File: src/rtl/nibble_add_sequencer.sv
// Wide add/subtract built from one shared 4-bit ripple slice, one nibble per cycle, LSB first.
// Operands arrive on a valid/ready handshake; the full-width result leaves on another.

module bit_adder (
  input  logic [3:0] a,
  input  logic [3:0] b,
  input  logic       c0,
  output logic [3:0] s,
  output logic       c4
);

  logic [4:0] c;

  always_comb begin
    c    = '0;
    s    = '0;
    c[0] = c0;
    for (int i = 0; i < 4; i++) begin
      s[i]     = a[i] ^ b[i] ^ c[i];
      c[i + 1] = (a[i] & b[i]) | (c[i] & (a[i] ^ b[i]));
    end
  end

  assign c4 = c[4];

endmodule

module nibble_add_sequencer #(
  parameter int unsigned NIBBLES = 4
) (
  input  logic                   clk,
  input  logic                   rst,
  input  logic                   in_valid,
  output logic                   in_ready,
  input  logic [4*NIBBLES-1:0]   A,
  input  logic [4*NIBBLES-1:0]   B,
  input  logic                   SUB,
  output logic                   out_valid,
  input  logic                   out_ready,
  output logic [4*NIBBLES-1:0]   S,
  output logic                   CO,
  output logic                   OVF
);

  localparam int unsigned W    = 4 * NIBBLES;
  localparam int unsigned IdxW = (NIBBLES > 1) ? $clog2(NIBBLES) : 1;
  localparam logic [IdxW-1:0] LastIdx = IdxW'(NIBBLES - 1);

  typedef enum logic [1:0] {
    StIdle,
    StRun,
    StDone
  } state_e;

  state_e          state_q;
  logic [W-1:0]    a_q;
  logic [W-1:0]    b_q;
  logic [W-1:0]    res_q;
  logic [IdxW-1:0] idx_q;
  logic            carry_q;
  logic            a_msb_q;
  logic            b_msb_q;
  logic            ovf_q;

  logic [W-1:0]    b_eff;
  logic [3:0]      sum;
  logic            sum_c4;

  // Subtraction is A + ~B + 1: invert B up front and seed the carry with SUB.
  assign b_eff = SUB ? ~B : B;

  bit_adder u_adder (
    .a  (a_q[4*idx_q +: 4]),
    .b  (b_q[4*idx_q +: 4]),
    .c0 (carry_q),
    .s  (sum),
    .c4 (sum_c4)
  );

  always_ff @(posedge clk) begin
    if (rst) begin
      state_q <= StIdle;
      a_q     <= '0;
      b_q     <= '0;
      res_q   <= '0;
      idx_q   <= '0;
      carry_q <= 1'b0;
      a_msb_q <= 1'b0;
      b_msb_q <= 1'b0;
      ovf_q   <= 1'b0;
    end else begin
      unique case (state_q)
        StIdle: begin
          if (in_valid) begin
            a_q     <= A;
            b_q     <= b_eff;
            carry_q <= SUB;
            idx_q   <= '0;
            a_msb_q <= A[W-1];
            b_msb_q <= b_eff[W-1];
            state_q <= StRun;
          end
        end
        StRun: begin
          res_q[4*idx_q +: 4] <= sum;
          carry_q             <= sum_c4;
          if (idx_q == LastIdx) begin
            idx_q   <= '0;
            // The top nibble's sum bit is the final result MSB.
            ovf_q   <= (a_msb_q == b_msb_q) & (sum[3] != a_msb_q);
            state_q <= StDone;
          end else begin
            idx_q <= idx_q + 1'b1;
          end
        end
        StDone: begin
          if (out_ready) begin
            state_q <= StIdle;
          end
        end
        default: state_q <= StIdle;
      endcase
    end
  end

  assign in_ready  = (state_q == StIdle) & ~rst;
  assign out_valid = (state_q == StDone);
  assign S         = res_q;
  assign CO        = carry_q;
  assign OVF       = ovf_q;

endmodule

File: config.mk
export PLATFORM = sky130hd
export DESIGN_NAME = nibble_add_sequencer
export DESIGN_NICKNAME = d
export VERILOG_FILES = /design/src/rtl/nibble_add_sequencer.sv
export SDC_FILE = /design/constraint.sdc
export NUM_CORES = 1
export LEC_CHECK = 0
export ABC_AREA = 1
export BUFFER_PORTS_ARGS = -buffer_cell sky130_fd_sc_hd__clkbuf_2
export CAP_MARGIN = 40
export CORE_ASPECT_RATIO = 2
export CORE_MARGIN = 8
export CORE_UTILIZATION = 45
export DETAILED_ROUTE_END_ITERATION = 8
export PLACE_DENSITY = 0.71
export SKIP_LAST_GASP = 1
export SLEW_MARGIN = 20
export SYNTH_ARGS = -nofsm -noshare
export SYNTH_HDL_FRONTEND = slang
export SYNTH_HIERARCHICAL = 1
export SYNTH_SLANG_ARGS = --single-unit
File: constraint.sdc
create_clock -name clk -period 3.1 [get_ports clk]
set_clock_uncertainty 0.05 [all_clocks]
set_input_delay 0.31 -clock clk [delete_from_list [all_inputs] [get_ports clk]]
set_output_delay 0.31 -clock clk [all_outputs]
set_load 0.02 [all_outputs]
==> results by stage <==
Timing:
- Static timing analysis puts the maximum clock frequency at approximately 0.35 GHz.
- The worst pin sits at a relative slew slack of 67.2%.
- The number of failing hold endpoints at the final stage is 0.
- The count of final setup violators is 0.
- The smallest clock period supported by the final layout is computed as about 2.9 ns.
- Once routing completed, OpenROAD measured the worst setup slack at around 0.24 ns.
- The max-slew violation count is 0.
- The share of the cycle needed by the critical path after routing is 92.4%.
- For the pin with the worst max-slew slack, the measured transition is about 0.49 ns.

Logic synthesis:
- The number of warnings reported in the yosys synthesis log is 6.
- The post-synthesis sequential area ratio is about two fifths.
- The synthesized netlist net count is 405.
- The number of flops mapped to enable cells by yosys is 0.
- The unique cell type count in the Yosys netlist is 27.
- In the post-synthesis netlist, the biggest area contributors are dfxtp_1 (41%), nand2_1 (9.8%), nor2_1 (8.3%), a21oi_1 (6.8%), o21ai_0 (6.8%).
- The share of synthesized area in the top cell type comes to between 40% and 50%.
- The synthesized instance count is 359.
- The primary flip-flop cell chosen by synthesis mapping is dfxtp_1.
- The synthesized netlist occupies a cell area of 2650 µm².
- The fraction of synthesis flops using an asynchronous set or reset pin is 0%.
- In this run the mean area of a mapped cell was between 7 and 8 µm².
- Of all cell types, the one taking the most synthesized area is dfxtp_1.
- The flop and latch count out of synthesis is 54.

Clock network:
- The clock root buffer is clkbuf_16.
- The TritonCTS clock tree is yes.
- The maximum number of buffers from clock root to sink is 2.
- Once the clock tree was built, the setup fixing pass inserted 0 buffers.
- Buffers inserted to repair hold after CTS numbered 0.
- The post-CTS clock slew at the launch and capture registers of the worst setup and hold paths is around 0.06 ns.
- The level count of the clock H-tree is 2.
- The number of clock buffers inserted by TritonCTS is 5.
- The clock drives 54 sinks.
- The later pin in the worst-skew pair is clocked with a latency of ~0.28 ns.

Power:
- For this design the static power due to leakage is about 1.4 nW.
- The internal portion of the total power is between 0.001 and 0.0015 W.
- Total power for the finished layout comes to 0.00160 W.
- The part of the power in combinational logic is about a fifth.
- The worst vdd rail ir drop is ~0.35 mV.
- The share of total power dissipated in sequential elements is a little under half.
- The power per unit of standard cell area is 514 nW/µm².
- The fraction of power spent switching nets is between 20 and 30%.
- The power spent charging and discharging nets is around 0.00044 W.
- The relative contribution of the clock network to total power is around 33%.

Floorplan:
- The die span in y is between 100 and 150 µm.
- The initial standard-cell utilization of the core is between 40% and 50%.
- In this run the standard cell core region covers ~5700 µm².
- In this run the count of I/O pins placed on the die edge is 57.
- The count of standard-cell rows is 39.
- The floorplan step defined a die boundary enclosing around 9000 µm².
- The x dimension of the die is 70.3 µm.

Global routing:
- The final global-route overflow total is 0.
- The maximum number of pins on one net before global-route repair is 32.
- The first-pass GRT wire length is ~11,000 µm.
- The overall fraction of global-route tracks in use is 14.8%.
- The number of global-route vias before repair is 2,395.
- The initial antenna violation count is 0.

Detailed routing:
- The detailed router put a total of 2400 µm of wire on met1.
- After detailed routing, the average wire length per cell comes to between 10 and 15 µm.
- The number of DRC violations after detailed routing is 0.
- After detailed routing, the number of vias per cell comes to a little over 5.
- For this block, the initial DRC count from the detailed router was ~110.
- The remaining antenna violation count is 0.
- The routed wire length is ~6400 µm.
- The count of TritonRoute iterations in the first routing pass is 4.
- The total vias in the final route is 2,372.
- After detailed routing, the met3 layer carries roughly 240 µm of wire.
- The topmost layer with routed signal wires is met4.
- Detailed routing placed a total of 3640 µm of wire on met2.

Worst setup path:
- The critical path arrival is slightly above 3 ns.
- The setup slack on the worst flop-to-flop path is approximately 0.24 ns.
- STA classifies the critical path startpoint as a register.
- The element type at the critical path end is a register.
- The critical path data required time is around 3.3 ns.
- The highest net fanout along the worst path is 11.
- By startpoint and endpoint, the worst setup path is classified as reg -> reg.

Place:
- The worst slack after detailed placement is ~0.13 ns.
- The detailed placement HPWL is 5140 µm.
- At the end of routability-driven placement, the weighted congestion stood at 0.842.
- The cell total after placement is between 400 and 500.
- The total of buffers placed on input and output ports is between 50 and 60.

Final layout:
- The diode insertion count for antenna repair is 0.
- The final standard cell count with taps included and fillers excluded is 470.
- Of the cells placed in the final design, the portion with a size suffix greater than 1 is around 22%.
- The area added between synthesis and finish is 17.5%.
- The final layout contains about 460 nets.

Job:
- Across the run, the number of max-cap violations was 0.

Worst hold path:
- The class of the most critical hold timing path is in -> reg.

Run status:
- The run finished with clean final reports.
[kinds of logic after synthesis]
family          count (synthesis)  share of synthesized area [%]
simple gates                  152                           24.7
compound gates                 80                           15.5
flops                          54                           40.7
buf+inv                        48                           8.49
xor+xnor                       16                           5.28
fa+ha+maj                       9                           5.37
[Yosys cell counts, types with 2 or more instances]
cell	n
nor3_1	5
buf_4	2
xor2_1	16
inv_1	27
nand2_1	69
nand3_2	2
dfxtp_1	54
nor2_1	59
o21ai_0	36
ha_1	5
a21oi_1	36
nor2_4	4
nand3_1	7
fa_1	4
buf_2	3
clkbuf_1	9
o22ai_1	8
buf_6	4
[through the flow]
stage          hold WS (ns)  utilization [%]  setup TNS [ns]  cell area [µm²]
2_1_floorplan         0.390                -               0             2650
3_3_place_gp          0.403             51.7               0             2950
3_5_place_dp          0.405             51.7               0             2950
4_1_cts               0.221             54.1               0             3090
5_1_grt               0.230             54.6         -0.0138             3120
6_report              0.219             54.6               0             3120
[power by group through the flow]
stage | Clock (W) | Combinational (W) | Sequential (W)
2_1_floorplan | 0 | 0.000215 | 0.000779
3_3_place_gp | 0 | 0.000291 | 0.000781
3_5_place_dp | 0 | 0.000296 | 0.000782
4_1_cts | 0.000544 | 0.000297 | 0.000767
5_1_grt | 0.000571 | 0.000345 | 0.000772
6_report | 0.000535 | 0.000301 | 0.000768
[area by class of cell]
cell class	instances	area, µm²
clock buffer	6	139
sequential	54	1080
inverter	28	105
fill	573	2590
multi-input combinational	257	1370
tap	61	76.3
timing repair buffer	64	344
[placed cells by master (no fill, tap or decap), types with 2 or more instances in the layout]
cell,n
nor2_4,4
nor2_1,59
inv_2,3
nor3_1,4
dfxtp_1,52
o21ai_0,32
inv_1,25
buf_4,7
nand3_2,2
clkbuf_16,5
ha_1,5
o21ai_1,2
dfxtp_2,2
fa_1,4
xor2_1,16
o21ai_2,2
a21oi_1,35
clkbuf_2,56
nand2_1,69
nand3_1,7
o22ai_1,7
[state kept, by name (all words and copies together), names as in the netlist]
signal   count
S           16
a_q         16
b_q         16
idx_q        2
state_q      2
CO           1
OVF          1
[what timing repair did]
action | CTS | global route
endpoints found under the hold margin | 0 | 0
resized for setup | 0 | 14
endpoints found under the setup margin | 0 | 4
[layer usage]
metal | track usage (%) | vias up
met1 | 13.8 | 1078
met4 | 6.31 | 0
met5 | 0 | -
met3 | 3.35 | 10
met2 | 28.7 | 43
li1 | - | 1241
[final timing paths]
check,cells after the start,end,startpoint
max,15,S[7],idx_q[0]
min,3,a_q[2],A[2]
max reg2reg,15,S[7],idx_q[0]
min reg2reg,2,S[5],S[5]
[worst max-delay path, stage by stage, from the launching register on]
cell,delay (ns)
dfxtp_2,0.35
inv_2,0.10
nor2_1,0.14
o22ai_2,0.11
fa_1,0.42
inv_1,0.08
fa_1,0.16
inv_1,0.05
fa_1,0.35
inv_1,0.07
fa_1,0.42
inv_2,0.07
inv_1,0.07
nor3_2,0.17
nand2_1,0.09
a21oi_2,0.10
(Power assumes the default switching activity.)
